File: src/rtl/chess_clock_pkg.sv
// Shared chess-clock definitions: FSM encoding, BCD digit width, limits and default times
// reused by both player countdown instances.
package chess_clock_pkg;

    localparam int unsigned DIGIT_W      = 4;
    localparam int unsigned MAX_MIN      = 99;
    localparam int unsigned SEC_TENS_MAX = 5;

    localparam int unsigned DEF_INIT_MIN = 5;
    localparam int unsigned DEF_INIT_SEC = 0;
    localparam int unsigned DEF_INC_SEC  = 0;

    typedef enum logic [1:0] {
        StIdle,
        StRun,
        StExpired
    } state_e;

    function automatic logic [DIGIT_W-1:0] bcd_tens(int unsigned v);
        return DIGIT_W'(v / 10);
    endfunction

    function automatic logic [DIGIT_W-1:0] bcd_units(int unsigned v);
        return DIGIT_W'(v % 10);
    endfunction

endpackage

File: src/rtl/player_countdown_timer_if.sv
// Control inputs and BCD time / flag outputs of one player's countdown timer.
interface player_countdown_timer_if;

    logic                                ce;
    logic                                active;
    logic                                move_done;
    logic                                load;
    logic [chess_clock_pkg::DIGIT_W-1:0] min_t;
    logic [chess_clock_pkg::DIGIT_W-1:0] min_u;
    logic [chess_clock_pkg::DIGIT_W-1:0] sec_t;
    logic [chess_clock_pkg::DIGIT_W-1:0] sec_u;
    logic                                overflow;

    modport master (
        output ce, active, move_done, load,
        input  min_t, min_u, sec_t, sec_u, overflow
    );

    modport slave (
        input  ce, active, move_done, load,
        output min_t, min_u, sec_t, sec_u, overflow
    );

endinterface

File: src/rtl/player_countdown_timer_bcd_digit.sv
// Mod-N BCD digit: load, decrement with borrow-out, and add with carry-in/carry-out.
module bcd_digit
    import chess_clock_pkg::*;
#(
    parameter int unsigned N = 10
) (
    input  logic               clk,
    input  logic               load,
    input  logic [DIGIT_W-1:0] load_val,
    input  logic               dec,
    input  logic               add,
    input  logic [DIGIT_W-1:0] add_val,
    input  logic               carry_in,
    output logic [DIGIT_W-1:0] q,
    output logic               borrow_out,
    output logic               carry_out
);

    localparam logic [DIGIT_W-1:0] TopVal = DIGIT_W'(N - 1);
    localparam logic [DIGIT_W:0]   ModVal = (DIGIT_W + 1)'(N);

    logic [DIGIT_W-1:0] q_q, q_d;
    logic [DIGIT_W:0]   sum;

    always_comb begin
        sum        = {1'b0, q_q} + {1'b0, add_val} + {{DIGIT_W{1'b0}}, carry_in};
        carry_out  = (sum >= ModVal);
        borrow_out = dec && (q_q == '0);
        q_d        = q_q;
        if (load) begin
            q_d = load_val;
        end else if (dec) begin
            q_d = (q_q == '0) ? TopVal : q_q - 1'b1;
        end else if (add) begin
            q_d = carry_out ? DIGIT_W'(sum - ModVal) : sum[DIGIT_W-1:0];
        end
    end

    always_ff @(posedge clk) begin
        q_q <= q_d;
    end

    assign q = q_q;

endmodule

File: src/rtl/player_countdown_timer.sv
// One player's MM:SS BCD countdown with Fischer increment, saturation at 99:59 and flag fall.
module player_countdown_timer
    import chess_clock_pkg::*;
#(
    parameter int unsigned INIT_MIN = DEF_INIT_MIN,
    parameter int unsigned INIT_SEC = DEF_INIT_SEC,
    parameter int unsigned INC_SEC  = DEF_INC_SEC
) (
    input logic                   clk,
    input logic                   clr,
    player_countdown_timer_if.slave bus
);

    state_e state_q, state_d;
    logic   pend_q, pend_d;
    logic   hold_q, hold_d;
    logic   ovf_q, ovf_d;

    logic reload, do_dec, do_add, sat, ce_eff, time_zero, digit_load;
    logic [DIGIT_W-1:0] q_mt, q_mu, q_st, q_su;
    logic [DIGIT_W-1:0] ld_mt, ld_mu, ld_st, ld_su;
    logic b_su, b_st, b_mu, unused_b_mt;
    logic c_su, c_st, c_mu, c_mt;

    assign reload     = clr | bus.load;
    assign time_zero  = (q_mt == '0) && (q_mu == '0) && (q_st == '0) && (q_su == '0);
    assign ce_eff     = bus.ce | hold_q;
    assign sat        = do_add & c_mt;
    assign digit_load = reload | sat;

    // Saturation reuses the load path with 99:59; reload always wins.
    assign ld_mt = reload ? bcd_tens(INIT_MIN)  : bcd_tens(MAX_MIN);
    assign ld_mu = reload ? bcd_units(INIT_MIN) : bcd_units(MAX_MIN);
    assign ld_st = reload ? bcd_tens(INIT_SEC)  : DIGIT_W'(SEC_TENS_MAX);
    assign ld_su = reload ? bcd_units(INIT_SEC) : DIGIT_W'(9);

    always_comb begin
        state_d = state_q;
        pend_d  = pend_q;
        hold_d  = 1'b0;
        ovf_d   = ovf_q;
        do_dec  = 1'b0;
        do_add  = 1'b0;
        // A pending add takes this cycle; a coincident CE is deferred by one cycle.
        if (pend_q) begin
            do_add = 1'b1;
            pend_d = 1'b0;
            hold_d = bus.ce && (state_q == StRun);
        end
        unique case (state_q)
            StIdle: begin
                if (bus.active) state_d = StRun;
            end
            StRun: begin
                if (!pend_q) begin
                    if (ce_eff && time_zero) begin
                        state_d = StExpired;
                        ovf_d   = 1'b1;
                        pend_d  = 1'b0;
                    end else if (ce_eff) begin
                        do_dec = 1'b1;
                        pend_d = bus.move_done;
                    end else if (bus.move_done) begin
                        do_add = 1'b1;
                    end
                end
                if (!bus.active && state_d != StExpired) state_d = StIdle;
            end
            StExpired: begin
            end
            default: state_d = StIdle;
        endcase
    end

    always_ff @(posedge clk) begin
        if (reload) begin
            state_q <= StIdle;
            pend_q  <= 1'b0;
            hold_q  <= 1'b0;
            ovf_q   <= 1'b0;
        end else begin
            state_q <= state_d;
            pend_q  <= pend_d;
            hold_q  <= hold_d;
            ovf_q   <= ovf_d;
        end
    end

    bcd_digit #(.N(10)) u_sec_u (
        .clk(clk), .load(digit_load), .load_val(ld_su), .dec(do_dec), .add(do_add),
        .add_val(bcd_units(INC_SEC)), .carry_in(1'b0), .q(q_su), .borrow_out(b_su),
        .carry_out(c_su)
    );

    bcd_digit #(.N(SEC_TENS_MAX + 1)) u_sec_t (
        .clk(clk), .load(digit_load), .load_val(ld_st), .dec(b_su), .add(do_add),
        .add_val(bcd_tens(INC_SEC)), .carry_in(c_su), .q(q_st), .borrow_out(b_st),
        .carry_out(c_st)
    );

    bcd_digit #(.N(10)) u_min_u (
        .clk(clk), .load(digit_load), .load_val(ld_mu), .dec(b_st), .add(do_add),
        .add_val('0), .carry_in(c_st), .q(q_mu), .borrow_out(b_mu), .carry_out(c_mu)
    );

    bcd_digit #(.N(10)) u_min_t (
        .clk(clk), .load(digit_load), .load_val(ld_mt), .dec(b_mu), .add(do_add),
        .add_val('0), .carry_in(c_mu), .q(q_mt), .borrow_out(unused_b_mt), .carry_out(c_mt)
    );

    assign bus.min_t    = q_mt;
    assign bus.min_u    = q_mu;
    assign bus.sec_t    = q_st;
    assign bus.sec_u    = q_su;
    assign bus.overflow = ovf_q;

endmodule

File: src/flat_wrapper.sv
// flat-port wrapper written by rule: the top's interface ports become plain ports
module player_countdown_timer_flat import chess_clock_pkg::*;
#(
    parameter int unsigned INIT_MIN = DEF_INIT_MIN,
    parameter int unsigned INIT_SEC = DEF_INIT_SEC,
    parameter int unsigned INC_SEC  = DEF_INC_SEC
)
  (clk, clr, bus_ce, bus_active, bus_move_done, bus_load, bus_min_t, bus_min_u, bus_sec_t, bus_sec_u, bus_overflow);
  player_countdown_timer_if bus_i ();
  input logic clk;
  input logic clr;
  input wire logic [$bits(bus_i.ce)-1:0] bus_ce;
  input wire logic [$bits(bus_i.active)-1:0] bus_active;
  input wire logic [$bits(bus_i.move_done)-1:0] bus_move_done;
  input wire logic [$bits(bus_i.load)-1:0] bus_load;
  output wire logic [$bits(bus_i.min_t)-1:0] bus_min_t;
  output wire logic [$bits(bus_i.min_u)-1:0] bus_min_u;
  output wire logic [$bits(bus_i.sec_t)-1:0] bus_sec_t;
  output wire logic [$bits(bus_i.sec_u)-1:0] bus_sec_u;
  output wire logic [$bits(bus_i.overflow)-1:0] bus_overflow;
  assign bus_i.ce = bus_ce;
  assign bus_i.active = bus_active;
  assign bus_i.move_done = bus_move_done;
  assign bus_i.load = bus_load;
  assign bus_min_t = bus_i.min_t;
  assign bus_min_u = bus_i.min_u;
  assign bus_sec_t = bus_i.sec_t;
  assign bus_sec_u = bus_i.sec_u;
  assign bus_overflow = bus_i.overflow;
  player_countdown_timer #(.INIT_MIN(INIT_MIN), .INIT_SEC(INIT_SEC), .INC_SEC(INC_SEC)) u_core (.clk(clk), .clr(clr), .bus(bus_i));
endmodule
File: config.mk
export PLATFORM = sky130hd
export DESIGN_NAME = player_countdown_timer_flat
export DESIGN_NICKNAME = d
export VERILOG_FILES = /design/src/rtl/chess_clock_pkg.sv /design/src/rtl/player_countdown_timer_if.sv /design/src/rtl/player_countdown_timer_bcd_digit.sv /design/src/rtl/player_countdown_timer.sv /design/src/flat_wrapper.sv
export SDC_FILE = /design/constraint.sdc
export NUM_CORES = 1
export LEC_CHECK = 0
export BUFFER_PORTS_ARGS = -buffer_cell sky130_fd_sc_hd__buf_2
export CORE_ASPECT_RATIO = 1.25
export CORE_MARGIN = 2
export CORE_UTILIZATION = 55
export CTS_BUF_LIST = sky130_fd_sc_hd__clkbuf_4 sky130_fd_sc_hd__clkbuf_8
export DETAILED_ROUTE_END_ITERATION = 6
export GPL_ROUTABILITY_DRIVEN = 0
export MAX_ROUTING_LAYER = met4
export PLACE_DENSITY = 0.85
export SETUP_SLACK_MARGIN = 0.2
export SYNTH_ARGS = -nofsm -noshare
export SYNTH_HDL_FRONTEND = slang
export SYNTH_SLANG_ARGS = --single-unit
File: constraint.sdc
create_clock -name clk -period 11.99 [get_ports clk]
set_input_delay 0.5995 -clock clk [delete_from_list [all_inputs] [get_ports clk]]
set_output_delay 0.5995 -clock clk [all_outputs]
set_load 0.02 [all_outputs]
==> impl_metrics.yaml <==
synthesis:
  async_reset_ff_share_pct: 0
  syn-instance-count: 202
  synth_xor_area_share_pct: 6.346
  syn_area_sq_um: 1794
  synth_top_family_by_area: "simple AND/OR/NAND/NOR gates"
  avgSynthCellArea_sq_um: 8.882
  synth.area.mux_share_pct: 3.626
  synth_cell_types: 51
  synth_compound_area_share_pct: 18.69
  dominantRegCellSynth: "edfxtp_1"
  synth_edf_count: 16
  synth-simple-area-share_pct: 28.66
  synth.ff_latch_count: 21
  synth_nets: 219
  yosys_warnings: 0
  ys_seq_area_share_pct: 32.36
  synthAdderAreaFrac_pct: 7.671
setup_path:
  cp-start-kind: "flop"
  arrival_ps: 5810
  crit_chain: "o21a_1, ha_1, ha_1, nand2b_1, o211a_1, o21ai_1, ha_1, ha_1, xor2_1, inv_1, ha_1, o31a_1, a21oi_1, or2_2, ha_1, ha_1, xnor2_1, ha_1, o41ai_1, o211ai_1, and2_1, nand3_1"
  cpLargestDelayFamily: "adder cells"
  crit_path_max_fanout: 10
  critPathMaxStageDelay_ps: 600
  critPathMostFrequentCell: "ha_1"
  cp.required_ps: 11980
  setup.worst_path.class: "reg -> reg"
  cp_num_buf_inv: 1
  end_kind: "flop"
  slowest_stage: "o211ai_1"
cells_and_area:
  postLayoutCoreUtil_pct: 62.29
  finalNonFillerCells: 259
  num_antenna_cells: 0
  most-common-layout-cells: "buf_2 (22), nand2_1 (16), edfxtp_1 (16)"
  mostFrequentLayoutCell: "buf_2"
  drive_above_1_share_pct: 17.57
  nets: 240
  syn_to_final_growth_pct: 9.902
power:
  leakagePower_uw: 0.0008113
  switching_share_pct: 36.75
  p_clk_share_pct: 20.2
  combinationalPowerShare_pct: 36.4
  netSwitchingPower_uw: 84.28
  power.internal_uw: 145.0
  seqPwrFrac_pct: 43.4
  peakVddDrop_mv: 0.08297
  power_density_nw_per_um2: 116.3
routing:
  final_antenna_net_count: 0
  via_per_inst: 6.293
  wl_per_cell_um: 15.17
  vias: 1630
  first_pass_iters: 4
  initialDrtViolationCount: 53
  drt_wl_total_um: 3929
  drt_drc_violations_left: 0
sta:
  worst_slew_pin_slew_ps: 713.2
  maxSlewHeadroom_pct: 52.25
  final.period_utilization_pct: 48.53
  drv_slew: 0
  finalSetupTns_ps: 0
  final.setup.worst_slack_ps: 6171
  rsz0062_at_grt: "false"
  finalSetupViolCount: 0
  hold_viol_final: 0
  fmax_ghz: 0.1718
  min_period_ps: 5819
  skew_ps: 6.762
clock_tree:
  cts_sinks: 21
  cts_tree: "built"
  cts-htree-levels: 1
  clk_latency_ps: 260
  numCtsBuffers: 3
  clockRootBuffer: "clkbuf_8"
  postCtsSetupBuffers: 0
  cts.clk_slew.worst_paths_ps: 80
  hold_buffers: 0
  clock_path_buffers: 2
  cts-resized-gates: 0
floorplan:
  initial_utilization_pct: 56.68
  core_area_sq_um: 3166
  num_rows: 23
  die_x_um: 55.09
  ioPinCount: 23
  fp.dieArea_sq_um: 3738
  die_h_um: 67.86
global_route:
  grt_antenna_before_repair: 0
  grt_pass1_vias: 1519
  grt_first_pass_wirelength_um: 6361
  gr-usage-all-layers_pct: 23.52
  grt_max_degree: 13
  overflow: 0
job:
  cap_viol_max_count: 0
min_path:
  hp-class: "reg -> reg"
place:
  dp.cells: 255
  portBuffers: 22
  place_ws_ps: 6282
  dpl.hpwl_um: 2944
status:
  status: "finished clean"
==> registers in the layout, indices dropped and copies added (netlist names) <==
signal,flops
u_core.u_min_t.q,4
u_core.u_min_u.q,4
u_core.u_sec_t.q,4
u_core.u_sec_u.q,4
u_core.state_q,2
u_core.bus.overflow,1
u_core.hold_q,1
u_core.pend_q,1
==> power groups by stage <==
stage	combinational (uW)	sequential (uW)	clock, uW
6_report	83.5	99.4	46.4
2_1_floorplan	60.3	102	0
3_3_place_gp	80.8	100	0
5_1_grt	92.5	101	50.2
3_5_place_dp	82.0	101	0
4_1_cts	82.9	99.0	46.8
==> layer usage <==
| metal | routed length (um) | vias up | track usage [%] |
|---|---|---|---|
| met1 | 1763 | 775 | 28.23 |
| met5 | 0 | - | - |
| li1 | - | 804 | - |
| met3 | 169 | 6 | 3.275 |
| met2 | 1935 | 45 | 39.14 |
| met4 | 61 | 0 | 9.451 |
==> Yosys cell counts, drive strengths merged (2+ instances only) <==
library cell	number	area [sq um]
a21oi	13	65.06
nand4	4	25.02
o21bai	2	15.01
o211ai	3	22.52
nor4	3	48.80
mux2	4	45.04
a31o	2	17.52
a31oi	2	12.51
or4	4	37.53
clkbuf	4	15.01
nand3	11	60.06
xor2	5	43.79
o22ai	2	12.51
o21ai	11	55.05
o21a	3	22.52
nor2	15	56.30
edfxtp	16	480.5
buf	2	10.01
or2	6	37.54
mux2i	2	20.02
nand2	17	66.32
a211oi	5	37.54
and4b	2	20.02
and3	6	37.54
o211a	3	30.03
nor3	6	30.03
dfxtp	5	100.1
or3	2	12.51
nor2b	5	31.28
nand2b	3	18.77
inv	6	22.52
ha	11	137.6
xnor2	8	70.07
==> cell type report <==
cell class / instances / area (sq um)
Fill cell: 279 / 1194
Multi-Input combinational cell: 169 / 1166
Sequential cell: 21 / 580.6
Timing Repair Buffer: 22 / 110.1
Tap cell: 37 / 46.29
Clock buffer: 3 / 41.29
Inverter: 6 / 22.52
Clock inverter: 1 / 5.005
==> worst register-to-register path, delay by kind of cell, from the launching register on <==
family          cells  cell delay (ps)
simple gates        4              780
xor+xnor            2              400
flops               1              480
buf+inv             1               70
compound gates      7             1820
fa+ha+maj           8             1990
==> path summary, 6_finish.rpt <==
check        slack, ps                                 to                         startpoint  depth (start not counted)
max reg2reg       6170  u_core.u_sec_u.q[2]$_SDFFCE_PP0P_  u_core.u_sec_u.q[2]$_SDFFCE_PP0P_                         22
min reg2reg        470   u_core.bus.overflow$_SDFFE_PN0P_   u_core.bus.overflow$_SDFFE_PN0P_                          1
min                470   u_core.bus.overflow$_SDFFE_PN0P_   u_core.bus.overflow$_SDFFE_PN0P_                          1
max               6170  u_core.u_sec_u.q[2]$_SDFFCE_PP0P_  u_core.u_sec_u.q[2]$_SDFFCE_PP0P_                         22
==> per-stage QoR <==
step	power [uW]	area, sq um	hold WS (ps)
after floorplan	162.7	1794	478.4
after global placement	181.0	1926	445.6
after detailed placement	182.7	1926	451.9
after CTS	228.7	1972	471.7
after global routing	243.5	1972	483.6
final	229.3	1972	471.2
==> logic make-up (layout without fill, tap and decap cells) <==
logic type | after synthesis | after routing
DFF | 21 | 21
buffers and inverters | 12 | 32
muxes | 6 | 6
and+or+nand+nor | 88 | 88
xor gates and xnor gates | 13 | 13
adders and majority gates | 11 | 11
AOI/OAI and AO/OA | 51 | 51
Note: power is estimated with default switching activity, not from simulation.
